**src/rtl/mux21_arb_pkg.sv**
```systemverilog
// Shared definitions for the two-requester packet arbiter: FSM encodings and beat counter width.
package mux21_arb_pkg;

   localparam int CNT_W = 8;

   typedef enum logic [1:0] {
      IDLE = 2'd0,
      GNT1 = 2'd1,
      GNT2 = 2'd2
   } state_e;

endpackage

```
**src/rtl/mux21_arbiter_mux21.sv**
```systemverilog
// Single-bit 2:1 multiplexer; sel_i=0 passes a_i, sel_i=1 passes b_i.
module mux21 (
   input  logic a_i,
   input  logic b_i,
   input  logic sel_i,
   output logic y_o
);

   assign y_o = sel_i ? b_i : a_i;

endmodule

```
**src/rtl/mux21_arbiter.sv**
```systemverilog
// Packet-level arbiter between two requesters sharing one output channel, with round-robin
// tie-breaking, zero-latency data path and a beat-count watchdog.
module mux21_arbiter
   import mux21_arb_pkg::*;
#(
   parameter int WIDTH     = 8,
   parameter int MAX_BEATS = 16
) (
   input  logic             CLK,
   input  logic             RST_N,
   input  logic             D1_VALID,
   input  logic [WIDTH-1:0] D1_DATA,
   input  logic             D1_LAST,
   output logic             D1_READY,
   input  logic             D2_VALID,
   input  logic [WIDTH-1:0] D2_DATA,
   input  logic             D2_LAST,
   output logic             D2_READY,
   output logic             Y_VALID,
   output logic [WIDTH-1:0] Y_DATA,
   output logic             Y_LAST,
   input  logic             Y_READY,
   output logic             S,
   output logic             TIMEOUT
);

   localparam logic [CNT_W-1:0] MAX_CNT = CNT_W'(MAX_BEATS);

   state_e           state_q, state_d;
   logic             pri_q, pri_d;       // 1: requester 2 was served last
   logic [CNT_W-1:0] cnt_q, cnt_d;
   logic             timeout_q, timeout_d;
   logic             s_q, s_d;
   logic             last_mux;
   logic             xfer;

   for (genvar gi = 0; gi < WIDTH; gi++) begin : g_data_mux
      mux21 u_mux21 (
         .a_i   (D1_DATA[gi]),
         .b_i   (D2_DATA[gi]),
         .sel_i (s_q),
         .y_o   (Y_DATA[gi])
      );
   end

   mux21 u_last_mux (
      .a_i   (D1_LAST),
      .b_i   (D2_LAST),
      .sel_i (s_q),
      .y_o   (last_mux)
   );

   assign Y_LAST  = last_mux & (state_q != IDLE);
   assign S       = s_q;
   assign TIMEOUT = timeout_q;

   always_comb begin
      state_d   = state_q;
      pri_d     = pri_q;
      cnt_d     = cnt_q;
      timeout_d = 1'b0;
      Y_VALID   = 1'b0;
      D1_READY  = 1'b0;
      D2_READY  = 1'b0;
      xfer      = 1'b0;

      case (state_q)
         IDLE: begin
            if (D1_VALID && (!D2_VALID || pri_q)) begin
               state_d = GNT1;
               cnt_d   = '0;
            end else if (D2_VALID) begin
               state_d = GNT2;
               cnt_d   = '0;
            end
         end
         GNT1: begin
            Y_VALID  = D1_VALID;
            D1_READY = Y_READY;
         end
         GNT2: begin
            Y_VALID  = D2_VALID;
            D2_READY = Y_READY;
         end
         default: state_d = IDLE;
      endcase

      xfer = Y_VALID & Y_READY;

      // Release on LAST, or forcibly when the watchdog limit is reached without LAST.
      if ((state_q != IDLE) && xfer) begin
         cnt_d = cnt_q + 1'b1;
         if (Y_LAST || ((cnt_q + 1'b1) == MAX_CNT)) begin
            state_d   = IDLE;
            pri_d     = (state_q == GNT2);
            timeout_d = ~Y_LAST;
         end
      end

      s_d = (state_d == GNT2);
   end

   always_ff @(posedge CLK or negedge RST_N) begin
      if (!RST_N) begin
         state_q   <= IDLE;
         pri_q     <= 1'b1;
         cnt_q     <= '0;
         timeout_q <= 1'b0;
         s_q       <= 1'b0;
      end else begin
         state_q   <= state_d;
         pri_q     <= pri_d;
         cnt_q     <= cnt_d;
         timeout_q <= timeout_d;
         s_q       <= s_d;
      end
   end

endmodule

```
**config.mk**
```make
export PLATFORM = sky130hd
export DESIGN_NAME = mux21_arbiter
export DESIGN_NICKNAME = d
export VERILOG_FILES = /design/src/rtl/mux21_arb_pkg.sv /design/src/rtl/mux21_arbiter_mux21.sv /design/src/rtl/mux21_arbiter.sv
export SDC_FILE = /design/constraint.sdc
export NUM_CORES = 1
export LEC_CHECK = 0
export ABC_AREA = 0
export BUFFER_PORTS_ARGS = -buffer_cell sky130_fd_sc_hd__buf_2
export CORE_MARGIN = 3
export CORE_UTILIZATION = 47
export CTS_CLUSTER_DIAMETER = 30
export DETAILED_ROUTE_END_ITERATION = 10
export GPL_TIMING_DRIVEN = 0
export MAX_ROUTING_LAYER = met4
export PLACE_DENSITY = 0.88
export SLEW_MARGIN = 20
export SYNTH_ARGS = -nofsm -noshare
export SYNTH_HDL_FRONTEND = slang
export SYNTH_HIERARCHICAL = 1
export SYNTH_SLANG_ARGS = --single-unit
```
**constraint.sdc**
```tcl
create_clock -name CLK -period 2.18 [get_ports CLK]
set_input_delay 0.327 -clock CLK [delete_from_list [all_inputs] [get_ports CLK]]
set_output_delay 0.327 -clock CLK [all_outputs]
set_load 0.1 [all_outputs]
```
# Word level (Yosys, flattened, before mapping)

Index checks and enable logic that the tools add are counted.

Input port bits: 23
Word-level logic and storage cells: 48
Output and inout bits: 14
Register bits: 13

Add/subtract/negate cells: 1
Bitwise logic cells: 3
Mux-type cells: 23
Equal/unequal tests: 4
Reductions and logical operators: 12

Operator list:

| operator                                      | count |
|---|---|
| two-way mux 8 bit                             | 4 |
| two-way mux 1 bit                             | 13 |
| adder 8 x 1 -> 8 bit, second input constant   | 1 |
| == test 8 x 5 -> 1 bit, second input constant | 1 |
| two-way mux 2 bit                             | 4 |
| == test 2 bit, second input constant          | 2 |
| one-hot mux 2 bit (2 select lines)            | 1 |
| AND reduction 2 bit                           | 2 |
| nonzero test 2 bit                            | 2 |
| nonzero test 3 bit                            | 1 |
| AND 1 bit                                     | 2 |
| == test 2 x 1 -> 1 bit, second input constant | 1 |
| logical AND 1 bit                             | 2 |
| logical NOT 2 bit                             | 1 |
| logical OR 1 bit                              | 2 |
| one-hot mux 1 bit (2 select lines)            | 1 |
| OR reduction 2 bit                            | 1 |
| logical NOT 1 bit                             | 1 |
| NOT 1 bit                                     | 1 |

# Logic depth before layout (Yosys ltp)

Depth in word-level cells: 8
Mapped depth: 7
Gate-level depth less buffers: 6

# Cells and area by module

The synthesis kept the hierarchy.

By module, submodules not included:

| module        | area each (sq um) | times used | cells each | sequential area each (sq um) |
|---|---|---|---|---|
| mux21_arbiter | 789.5             | 1          | 86         | 326.6 |
| mux21         | 15.0              | 9          | 1          | 0.0 |

# Least setup slack after synthesis

No wires, ideal clock.

Path kind: register to output
Start point: register s_q (netlist: S)
End point: output port Y_LAST
Arrival time: 2.892 ns
Buffers on the path: 0
Path slack: -1.039 ns
Stages on the path, launching flop included: 3
Required time: 1.853 ns
Path through: dfrtp_1 mux2_4 nor2b_1

Word-level cells in the longest chain between the ends: 2

RTL lines:

| what                     | line                     | text |
|---|---|---|
| start: declaration       | mux21_arbiter.sv:33      | `logic s_q, s_d;` |
| start signal: assignment | mux21_arbiter.sv:109     | `s_q <= 1'b0;` |
| start signal: assignment | mux21_arbiter.sv:115     | `s_q <= s_d;` |
| two-way mux 1 bit        | mux21_arbiter_mux21.sv:9 | `assign y_o = sel_i ? b_i : a_i;` |
| net last_mux             | mux21_arbiter.sv:34      | `logic last_mux;` |
| AND 1 bit                | mux21_arbiter.sv:53      | `assign Y_LAST = last_mux & (state_q != IDLE);` |
| end: declaration         | mux21_arbiter.sv:21      | `output logic Y_LAST,` |

The timed path passes the listed nets, and every way through them passes these cells.

# Final worst setup path

Start point: register state_q[0]
End point: output port Y_VALID

Word-level cells in the longest chain between the ends: 2
Elaborated cells on any way between the ends: 3
Classes of those cells: eq/ne: 2; mux: 1

RTL lines:

| what                                                           | line                 | text |
|---|---|---|
| start: declaration                                             | mux21_arbiter.sv:29  | `state_e state_q, state_d;` |
| start signal: assignment                                       | mux21_arbiter.sv:111 | `state_q <= state_d;` |
| == test 2 bit / == test 2 x 1 -> 1 bit (equally long branches) | mux21_arbiter.sv:67  | `case (state_q)` |
| one-hot mux 1 bit (2 select lines) *                           | mux21_arbiter.sv:67  |  |
| end: declaration                                               | mux21_arbiter.sv:19  | `output logic Y_VALID,` |

Every way passes the cells marked *; elsewhere a longest branch is shown, timed or not.

==> run metrics <==
Cell Pwr Density=1370 mW/mm^2; area of the multi-input gates=583 sq um; setup_tns=0 ps; syn avg cell area=between 9 and 10 sq um; top_reg_cell synth=dfrtp_1; clock latency on the worst-skew pair=280 ps; vias=879; synthesized area=925 sq um; H-Tree Depth=1; # diodes=0; Fmax=between 0.4 and 0.5 GHz; Post-CTS Repair Setup Buffers=0; number of flops mapped to enable cells by yosys=0; starting density of the core=51.9%; Slew Viols, Final=0; Worst VDD drop=1.14 mV; final period utilization=96.6%; final hold vios=0; crit path DAT=1780 ps; RSZ-0062 raised after global routing=false; max-cap viol count=0; Net Sw Frac=59.5%; die width=50.4 microns; First-pass DRT Iterations=4; first-pass GRT wire length=3590 microns; Yosys cell types=32; Max Root-Sink Buffers=2; Gate Count Post-Synth=95; share of layout cells above drive strength 1=slightly above 40%; share of the synthesized area in the top cell type=about a third; Reg2Reg Launch Point=state_q[0]$_DFF_PN0_; die footprint=about 0.0025 sq mm; Hold Crit Start=D2_LAST; warnings from Yosys=6; CP Launch Type=register; Die Y=50.4 microns; # setup viols final=0; vias per std cell=around 5.5; Fin Clk Skew=6.67 ps; initial antenna violation count=0; GRT Overall Usage=18.6%; flops & latches, synth=13; Leak=about 0.57 nW; slack of the worst reg-to-reg path=280 ps; Area growth syn-to-layout=27.5%; Critical Path Sink Type=primary output; fill count=approximately 160; Critical Path Fanout Max=6; Placer Congestion=0.809; drt wl/cell=13.6 microns; FP Rows=15; Num CTS Buffers=3; first-iteration detailed-routing DRC count=29; status=complete, no violations; Least-Margin Pin Slew=between 400 and 500 ps; asr flop ratio synth=100%; vias in the first global route=~880; HPWL after detailed placement=1700 microns; drt drc=0; CP required=about 1900 ps; pin count of the biggest net entering global routing=14; Ports=37; cell depth of the worst flop-to-flop path=7; CTS Sinks=13; clock power share=about a tenth; Seq/Total Area, Yosys=35.3%; most area-consuming cells after synthesis=dfrtp_1 (32%), mux2_4 (15%), ha_1 (5.4%); sequential share of power=a little under a quarter; Clk pin slew, worst setup/hold paths=80 ps; R2R Path End=cnt_q[6]$_DFFE_PN0P_; Net Sw Power=0.000963 W; hold endpoint=TIMEOUT$_DFF_PN0_; HP Class=in2reg; hold path cells=3; Register Area=about 330 sq um; Nets=164; Internal Power=0.000654 W; post-synthesis net count=122; Slew Limit Headroom=67.6%; area leader, netlist=dfrtp_1; CTS tree=done; Core Region=between 0.0015 and 0.002 sq mm; Final ANT Viol Nets=0; total power=0.00162 W; GRT Residual Overflow=0; Tmin final=2110 ps; combinational fraction of design power=just under 70%; CTS Root Cell=clkbuf_4; port buffer count=36; Setup CP Type=reg2out; Post-Route WL=2190 microns
## synthesized netlist by cell type (all sizes together) (2+ instances only)
| cell type | instances |
|---|---|
| a21oi | 7 |
| and2 | 2 |
| and3 | 2 |
| dfrtp | 12 |
| ha | 4 |
| inv | 4 |
| mux2 | 9 |
| nand2 | 8 |
| nand3 | 4 |
| nor2 | 2 |
| nor2b | 5 |
| nor3 | 5 |
| o21ai | 9 |
| or2 | 2 |
| or3 | 2 |
| xnor2 | 2 |
## per-layer routing
| metal | part of all wire [%] | up-vias | track usage, % |
|---|---|---|---|
| li1 | - | 426 | - |
| met3 | 9.9 | 7 | 4.45 |
| met1 | 40 | 403 | 20.1 |
| met2 | 47 | 43 | 32.4 |
| met4 | 2.1 | 0 | 8.07 |
| met5 | 0 | - | - |
## repair_timing
action,CTS,global route
hold endpoints to repair,12,0
hold buffers,1,0
gates resized for setup,0,0
## critical path, cell delays in order, from the launching register on
cell	delay [ps]
dfrtp_1	440
inv_1	100
ha_1	240
a22oi_2	130
nor2b_2	140
buf_2	430
## cell families after synthesis
| kind of cell | count (synthesis) | share of synthesized area (%) |
|---|---|---|
| mux | 10 | 15.7 |
| xor+xnor | 2 | 1.89 |
| buf+inv | 5 | 2.16 |
| compound gates | 22 | 14.3 |
| flops | 13 | 35.3 |
| simple gates | 39 | 25.2 |
| fa+ha+maj | 4 | 5.41 |
## how the worst max path moves through the flow
stage	from	endpoint	slack (ps)	depth (start not counted)
2_1_floorplan	S$_DFF_PN0_	Y_LAST	-90	2
3_3_place_gp	state_q[0]$_DFF_PN0_	S$_DFF_PN0_	380	6
3_5_place_dp	state_q[0]$_DFF_PN0_	cnt_q[6]$_DFFE_PN0P_	300	7
4_1_cts	state_q[0]$_DFF_PN0_	Y_VALID	100	5
5_1_grt	state_q[0]$_DFF_PN0_	Y_VALID	9	5
6_report	state_q[0]$_DFF_PN0_	Y_VALID	70	5
## power by group through the flow
stage / logic (W) / clock network [W] / registers (W)
after floorplan: 0.000881 / 0 / 0.000414
after global placement: 0.00108 / 0 / 0.000364
after detailed placement: 0.00109 / 0 / 0.000372
after CTS: 0.00110 / 0.000154 / 0.000367
after global routing: 0.00115 / 0.000163 / 0.000377
final: 0.00110 / 0.000152 / 0.000367
## flip-flops by register name (all words and copies together) (netlist names)
| name | flops |
|---|---|
| cnt_q | 8 |
| state_q | 2 |
| S | 1 |
| TIMEOUT | 1 |
| pri_q | 1 |
## final cells by class
class	count	share of cell area, %
Multi-Input combinational cell	77	49.5
Sequential cell	13	27.8
Timing Repair Buffer	37	16.1
Tap cell	25	2.65
Clock buffer	4	2.23
Inverter	4	1.27
Buffer	1	0.425
## metrics by stage
step | area (sq um) | cells | setup slack [ps] | hold WS (ps) | utilization (%)
after floorplan | 931 | 95 | -94.3 | 31.4 | -
final | 1180 | 161 | 74.9 | 407 | 66.1
after global placement | 1140 | 156 | 378 | 229 | 64.1
after global routing | 1180 | 161 | 8.96 | 419 | 66.1
after detailed placement | 1140 | 156 | 297 | 233 | 64.1
after CTS | 1180 | 161 | 95.1 | 396 | 66.1
## cells in the final DEF, fill, tap and decap left out, types with 3 or more instances in the layout
| master | Yosys | layout |
|---|---|---|
| mux2_4 | 9 | 9 |
| clkbuf_4 | 0 | 3 |
| ha_1 | 4 | 4 |
| nor2b_1 | 5 | 3 |
| buf_2 | 1 | 37 |
| nand3_1 | 4 | 4 |
| dfrtp_1 | 12 | 11 |
| a21oi_1 | 7 | 7 |
| nor3_1 | 5 | 5 |
| inv_1 | 4 | 4 |
| o21ai_0 | 9 | 9 |
| nand2_1 | 8 | 8 |
No activity file was read; power rests on OpenSTA's default activity.
